[config.mk]
export PLATFORM = sky130hd
export DESIGN_NAME = multicycle_controller
export DESIGN_NICKNAME = d
export VERILOG_FILES = /design/src/rtl/ctrl_pkg.sv /design/src/rtl/ctrl_mem_watchdog.sv /design/src/rtl/multicycle_controller.sv
export SDC_FILE = /design/constraint.sdc
export NUM_CORES = 1
export LEC_CHECK = 0
export CAP_MARGIN = 20
export CORE_MARGIN = 1
export CORE_UTILIZATION = 25
export CTS_CLUSTER_SIZE = 14
export DETAILED_ROUTE_END_ITERATION = 12
export MAX_ROUTING_LAYER = met4
export PLACE_DENSITY = 0.59
export SLEW_MARGIN = 20
export SYNTH_ARGS = -nofsm -noshare
export SYNTH_HDL_FRONTEND = slang
export SYNTH_SLANG_ARGS = --single-unit
[constraint.sdc]
create_clock -name clk -period 3.7 [get_ports clk]
set_input_delay 0.74 -clock clk [delete_from_list [all_inputs] [get_ports clk]]
set_output_delay 0.74 -clock clk [all_outputs]
set_load 0.005 [all_outputs]
[src/rtl/ctrl_pkg.sv]
// Shared definitions for the multicycle controller: FSM state encoding,
// the eight instruction opcodes and a helper that flags memory opcodes.
package ctrl_pkg;

    typedef enum logic [2:0] {
        ST_RESET  = 3'd0,
        ST_IDLE   = 3'd1,
        ST_FETCH  = 3'd2,
        ST_DECODE = 3'd3,
        ST_EXEC   = 3'd4,
        ST_HALT   = 3'd5,
        ST_FAULT  = 3'd6
    } ctrl_state_t;

    localparam logic [2:0] OP_LDA = 3'b000;
    localparam logic [2:0] OP_STA = 3'b001;
    localparam logic [2:0] OP_JMP = 3'b010;
    localparam logic [2:0] OP_ADD = 3'b011;
    localparam logic [2:0] OP_SUB = 3'b100;
    localparam logic [2:0] OP_JZ  = 3'b101;
    localparam logic [2:0] OP_NOP = 3'b110;
    localparam logic [2:0] OP_HLT = 3'b111;

    // True for opcodes whose EXEC phase waits on the memory handshake.
    function automatic logic is_mem_op(input logic [2:0] op);
        return (op == OP_LDA) || (op == OP_STA);
    endfunction

endpackage

[src/rtl/ctrl_mem_watchdog.sv]
// Memory-wait watchdog: counts stalled cycles of the current access and
// flags expiry when the count has reached TIMEOUT while still stalled.
module ctrl_mem_watchdog #(
    parameter int TO_W    = 4,
    parameter int TIMEOUT = 15
) (
    input  logic clk,
    input  logic reset,
    input  logic clear,
    input  logic waiting,
    output logic expired
);

    logic [TO_W-1:0] count_reg;

    // Count stalled cycles; a state change starts a fresh access window.
    always_ff @(posedge clk) begin
        if (reset || clear) begin
            count_reg <= '0;
        end else if (waiting && (count_reg != TO_W'(TIMEOUT))) begin
            count_reg <= count_reg + TO_W'(1);
        end
    end

    assign expired = waiting && (count_reg == TO_W'(TIMEOUT));

endmodule

[src/rtl/multicycle_controller.sv]
// Multicycle CPU control unit: FETCH/DECODE/EXEC sequencer with free-run
// and single-step modes, memory wait handshake and a retired-instruction
// counter. Define CTRL_TIMEOUT_EN to add the memory-wait watchdog and the
// FAULT trap; without it memory waits are unbounded and fault is tied low.
module multicycle_controller
    import ctrl_pkg::*;
#(
    parameter int CNT_W   = 16,
    parameter int TO_W    = 4,
    parameter int TIMEOUT = 15
) (
    input  logic             clk,
    input  logic             reset,
    input  logic             step,
    input  logic             run,
    input  logic [2:0]       op_code,
    input  logic             zero,
    input  logic             mem_ready,
    output logic             mem_req,
    output logic             rd_mem,
    output logic             wr_mem,
    output logic             ir_on_adr,
    output logic             pc_on_adr,
    output logic             dbus_on_data,
    output logic             data_on_dbus,
    output logic             ld_ir,
    output logic             ld_ac,
    output logic             ld_pc,
    output logic             inc_pc,
    output logic             clr_pc,
    output logic             pass,
    output logic             add,
    output logic             sub,
    output logic             alu_on_dbus,
    output logic             idle,
    output logic             halted,
    output logic             fault,
    output logic [CNT_W-1:0] retired
);

    ctrl_state_t      state_reg, state_next;
    logic [CNT_W-1:0] retired_reg;
    logic             exec_done;
    logic             wd_expired;

`ifdef CTRL_TIMEOUT_EN
    ctrl_mem_watchdog #(
        .TO_W    (TO_W),
        .TIMEOUT (TIMEOUT)
    ) u_watchdog (
        .clk     (clk),
        .reset   (reset),
        .clear   (state_next != state_reg),
        .waiting (mem_req && !mem_ready),
        .expired (wd_expired)
    );
    assign fault = (state_reg == ST_FAULT);
`else
    assign wd_expired = 1'b0;
    assign fault      = 1'b0;
    wire unused_cfg = ^{TO_W[0], TIMEOUT[0]};
`endif

    // State register; reset from any state lands in RESET on the next edge.
    always_ff @(posedge clk) begin
        if (reset) begin
            state_reg <= ST_RESET;
        end else begin
            state_reg <= state_next;
        end
    end

    // Retired counter steps on the EXEC completion cycle and wraps freely.
    always_ff @(posedge clk) begin
        if (reset) begin
            retired_reg <= '0;
        end else if (exec_done) begin
            retired_reg <= retired_reg + CNT_W'(1);
        end
    end

    assign retired = retired_reg;

    // Next-state and Moore/Mealy control outputs, all defaulting to 0.
    always_comb begin
        state_next   = state_reg;
        exec_done    = 1'b0;
        mem_req      = 1'b0;
        rd_mem       = 1'b0;
        wr_mem       = 1'b0;
        ir_on_adr    = 1'b0;
        pc_on_adr    = 1'b0;
        dbus_on_data = 1'b0;
        data_on_dbus = 1'b0;
        ld_ir        = 1'b0;
        ld_ac        = 1'b0;
        ld_pc        = 1'b0;
        inc_pc       = 1'b0;
        clr_pc       = 1'b0;
        pass         = 1'b0;
        add          = 1'b0;
        sub          = 1'b0;
        alu_on_dbus  = 1'b0;
        idle         = 1'b0;
        halted       = 1'b0;
        case (state_reg)
            ST_RESET: begin
                clr_pc     = 1'b1;
                state_next = ST_IDLE;
            end
            ST_IDLE: begin
                idle = 1'b1;
                if (run || step) state_next = ST_FETCH;
            end
            ST_FETCH: begin
                mem_req      = 1'b1;
                pc_on_adr    = 1'b1;
                rd_mem       = 1'b1;
                data_on_dbus = 1'b1;
                ld_ir        = mem_ready;
                inc_pc       = mem_ready;
                if (mem_ready) state_next = ST_DECODE;
            end
            ST_DECODE: begin
                state_next = ST_EXEC;
            end
            ST_EXEC: begin
                case (op_code)
                    OP_LDA: begin
                        mem_req      = 1'b1;
                        ir_on_adr    = 1'b1;
                        rd_mem       = 1'b1;
                        data_on_dbus = 1'b1;
                        ld_ac        = mem_ready;
                    end
                    OP_STA: begin
                        mem_req      = 1'b1;
                        pass         = 1'b1;
                        ir_on_adr    = 1'b1;
                        alu_on_dbus  = 1'b1;
                        dbus_on_data = 1'b1;
                        wr_mem       = 1'b1;
                    end
                    OP_JMP: ld_pc = 1'b1;
                    OP_ADD: begin
                        add         = 1'b1;
                        alu_on_dbus = 1'b1;
                        ld_ac       = 1'b1;
                    end
                    OP_SUB: begin
                        sub         = 1'b1;
                        alu_on_dbus = 1'b1;
                        ld_ac       = 1'b1;
                    end
                    OP_JZ:  ld_pc = zero;
                    OP_NOP: ;
                    OP_HLT: ;
                endcase
                exec_done = is_mem_op(op_code) ? mem_ready : 1'b1;
                if (exec_done) begin
                    if (op_code == OP_HLT) state_next = ST_HALT;
                    else if (run)          state_next = ST_FETCH;
                    else                   state_next = ST_IDLE;
                end
            end
            ST_HALT: begin
                halted = 1'b1;
            end
            ST_FAULT: ;
            default: state_next = ST_RESET;
        endcase
        if (wd_expired) state_next = ST_FAULT;
        if (reset) begin
            state_next = ST_RESET;
            exec_done  = 1'b0;
        end
    end

endmodule

Word-level counts from Yosys, hierarchy flattened
Cells that the tools add are included.
{"block": "classes", "addsub": 1, "multipliers": 0, "n_div": 0, "order_cmp": 0, "n_eq_ne": 15, "shift": 0, "muxes": 31, "bitwise_logic": 1, "reduce_logical": 9}
{"op": "2-to-1 mux 1 bit", "n": 21}
{"op": "equality test 3 bit, second input constant", "n": 6}
{"op": "one-hot mux 3 bit (6 select lines)", "n": 1}
{"op": "adder 16 x 1 -> 16 bit, second input constant", "n": 1}
{"op": "equality test 3 x 2 -> 1 bit, second input constant", "n": 4}
{"op": "2-to-1 mux 3 bit", "n": 4}
{"op": "one-hot mux 1 bit (2 select lines)", "n": 4}
{"op": "equality test 3 x 1 -> 1 bit, second input constant", "n": 2}
{"op": "logical NOT 3 bit", "n": 2}
{"op": "inequality test 2 bit, second input constant", "n": 3}
{"op": "OR reduction 2 bit", "n": 3}
{"op": "AND reduction 4 bit", "n": 1}
{"op": "OR reduction 3 bit", "n": 1}
{"op": "logical OR 1 bit", "n": 2}
{"op": "2-to-1 mux 2 bit", "n": 1}
{"op": "NOT 1 bit", "n": 1}
{"block": "word_totals", "ff_bits": 19, "latchBits": 0, "mem_bits_rw": 0, "rom_bits": 0, "inputBits": 9, "output_inout_bits": 35, "elab_cells": 59, "memories": 0}

Longest topological paths before layout
{"block": "logic_depth", "depth_word": 5, "ltp_mapped": 6}

Worst setup path before layout
Ideal clock, no wire load.
{"block": "synth_path", "kind": "in2out", "startpoint": "in op_code[1]", "endpoint": "out rd_mem", "t_arrival_ps": 1704, "setup_slack_ps": 1256, "path_stages": 4, "n_path_buf": 2, "path_cell_list": "clkbuf_1 or3_1 o21ai_0 buf_4"}
{"block": "synth_between", "elab_chain_len": 3}
{"element": "start: declaration", "line": "multicycle_controller.sv:16", "rtl": "input logic [2:0] op_code,"}
{"element": "logical NOT 3 bit"}
{"element": "2-to-1 mux 1 bit"}
{"element": "one-hot mux 1 bit (2 select lines)"}
{"element": "end: declaration", "line": "multicycle_controller.sv:20", "rtl": "output logic rd_mem,"}
No other way between the ends.

Worst setup path in the final report
{"block": "layout_path", "startpoint": "in op_code[2]", "endpoint": "out alu_on_dbus"}
{"block": "layout_between", "elab_chain_len": 4, "elab_cells_between_ends": 6}
{"element": "equality test 3 x 1 -> 1 bit (tied with other cells)", "line": "multicycle_controller.sv:128", "rtl": "case (op_code)"}
{"element": "OR reduction 3 bit (no line) *"}
{"element": "2-to-1 mux 1 bit *", "line": "multicycle_controller.sv:128"}
{"element": "2-to-1 mux 1 bit *", "line": "multicycle_controller.sv:106", "rtl": "case (state_reg)"}
{"element": "end: declaration", "line": "multicycle_controller.sv:34", "rtl": "output logic alu_on_dbus,"}
Mark *: on every way between the ends. The rest lies on a longest branch, timed or not.

==> metrics.yaml <==
status:
  outcome: "completed"
timing:
  whs_ns: 0.501
  setup_viol: 0
  slew_violations: 0
  finalSetupTns_ns: 0
  rsz0062_at_grt: "false"
  slew_headroom: 0.505
  fin_crit_ns: 3.28
  final-hold-violation-count: 0
  skew_ns: 0.000702
  finalCritPeriodShare: 0.888
  max_freq_mhz: 304
  tightest_slew_ns: 0.741
job:
  drv_cap: 0
placement:
  hpwl_um: 2080
  dp_cells: 229
  place_congestion: 0.810
  portBuffers: 42
route:
  via_per_inst: 4.89
  wire_per_inst_um: 11.9
  routed_wirelength_um: 2780
  ant_nets: 0
  drc: 0
  num_vias: 1139
  first_iter_violations: 14
  dr.pass1.iters: 4
pwr:
  power-per-cell-area_nw_per_um2: 287
  peakVddDrop_v: 0.000118
  p_total_mw: 0.459
  p_leak_nw: 0.530
global_route:
  first_global_vias: 1047
  antenna_found_initial: 0
  grt_overflow_total: 0
  grt_max_degree: 21
  grt_usage: 0.125
  grt_pass1_wl_um: 4820
logic_synthesis:
  avgSynthCellArea_um2: 7.65
  netlist_area_um2: 1140
  synth_cell_types: 37
  synthFlopType: "dfxtp_1"
  synth_edf_count: 0
  syn_nets: 159
  synthCells: 149
  synth_seq_cells: 19
  yosysWarningCount: 0
  synthArstFlopShare: 0
  yosysSeqAreaShare: 0.334
layout:
  drive_gt1_frac: 0.0442
  area_growth_pct: 40.2
  nFillCells: 443
  largest_reg_flops: 16
  fin_nets: 192
  stdcell_count: 233
  antenna_cells: 0
clock_network:
  postCtsSetupRepairBufs: 0
  cts_resized: 0
  cts_sinks: 19
  clockBufferDepth: 2
  cts_buffers: 3
  clk_latency_ns: 0.25
  cts_hold_buf: 0
  root_buffer: "clkbuf_8"
  path_clk_slew_ns: 0.07
  cts_tree: "yes"
  ctsHtreeMaxLevel: 1
worst_hold_path:
  hold_class: "register to register"
critical_path:
  cpMostUsedCell: "clkdlybuf4s50_1"
  cp.arrival_ns: 2.54
  crit_path_max_incr_delay_ns: 0.64
  required_ns: 2.96
  critPathKind: "input port to output pin"
  crit_fanout: 11
  start_kind: "input port"
  end_kind: "output pin"
  crit_path_top_delay_cell: "clkdlybuf4s50_1"
  cp_cell_sequence: "clkdlybuf4s50_1 -> or3b_2 -> a21oi_1 -> clkdlybuf4s50_1"
floorplanning:
  die_h_um: 69.5
  die_area_um2: 4830
  fp.coreArea_um2: 4350
  io_pins: 44
  die_w_um: 69.5
  start_util: 0.262
  row_count: 24
final cells by class:
cell class / count / area [um2] / area share
clock buffer: 4 / 45.0 / 0.0282
sequential: 19 / 380 / 0.238
multi-input combinational: 111 / 668 / 0.418
tap: 52 / 65.1 / 0.0407
inverter: 5 / 18.8 / 0.0117
timing repair buffer: 42 / 420 / 0.263
metal layers:
metal	wire, um	global-route usage	vias up
li1	-	-	593
met2	1410	0.210	13
met5	0	-	-
met1	1290	0.152	528
met4	38	0.0408	0
met3	47	0.0189	5
cell usage in the layout (no fill, tap or decap), types with 2 or more instances in the layout:
cell type         n
o21ai_0           9
and3_1            2
nor3_1            4
dfxtp_1          19
nand2b_1          3
a21oi_1          14
xor2_1            4
and2_1            4
xnor2_1           4
clkbuf_8          3
nand3_1           4
nor2b_1           5
clkdlybuf4s50_1  42
nand2_1           7
or3b_2            2
or4_1             2
nor2_1           16
or3_1             7
o31ai_1           2
nand4_1           7
inv_1             5
per-stage QoR:
stage / instance area [um2] / utilization / worst slack (ns)
CTS: 1600 / 0.367 / 0.417
global placement: 1550 / 0.357 / 0.441
global route: 1600 / 0.367 / 0.303
finish: 1600 / 0.367 / 0.416
detailed placement: 1550 / 0.357 / 0.414
floorplan: 1140 / - / 1.26
power by group:
group | switching (mW) | leakage (nW) | internal, mW | total [mW]
logic | 0.0389 | 0.354 | 0.0535 | 0.0924
registers | 0.0107 | 0.154 | 0.209 | 0.220
clock network | 0.0703 | 0.0228 | 0.0766 | 0.147
total | 0.120 | 0.530 | 0.339 | 0.459
worst paths after layout:
path | from | endpoint | slack, ns | depth (start not counted)
setup / recovery | op_code[2] | alu_on_dbus | 0.42 | 4
hold / removal | retired[13] | retired[13] | 0.50 | 2
setup reg to reg | state_reg[2] | retired[13] | 1.29 | 4
hold reg to reg | retired[13] | retired[13] | 0.50 | 2
cell usage after synthesis, types with 2 or more instances:
cell type,count,area share
dfxtp_1,19,0.33
and2_1,4,0.022
xnor2_1,4,0.031
buf_4,5,0.033
o31ai_1,2,0.013
nor2b_1,5,0.027
xor2_1,4,0.031
nor3_1,4,0.018
a21oi_1,14,0.061
o21ai_0,9,0.040
or4_1,2,0.013
or3_1,7,0.038
clkbuf_1,8,0.026
nand2b_1,3,0.016
inv_1,5,0.016
nor2_1,16,0.053
or3b_2,2,0.015
nand4_1,7,0.038
nand3_1,4,0.018
and3_1,2,0.011
nand2_1,7,0.023
worst max-delay path: cells and delay by family:
family / cells / cell delay, ns
AO/OA/AOI/OAI: 1 / 0.16
AND/OR/NAND/NOR: 1 / 0.49
buffers and inverters: 2 / 1.16
cells by family after synthesis:
kind of cell | Yosys count | share of synthesized area
compound gates | 30 | 0.154
other cells | 1 | 0.00329
xor+xnor | 8 | 0.0615
buf+inv | 19 | 0.0801
mux | 1 | 0.00988
flops | 19 | 0.334
simple gates | 70 | 0.347
fa+ha+maj | 1 | 0.0110
Note: power is estimated with default switching activity, not from simulation.
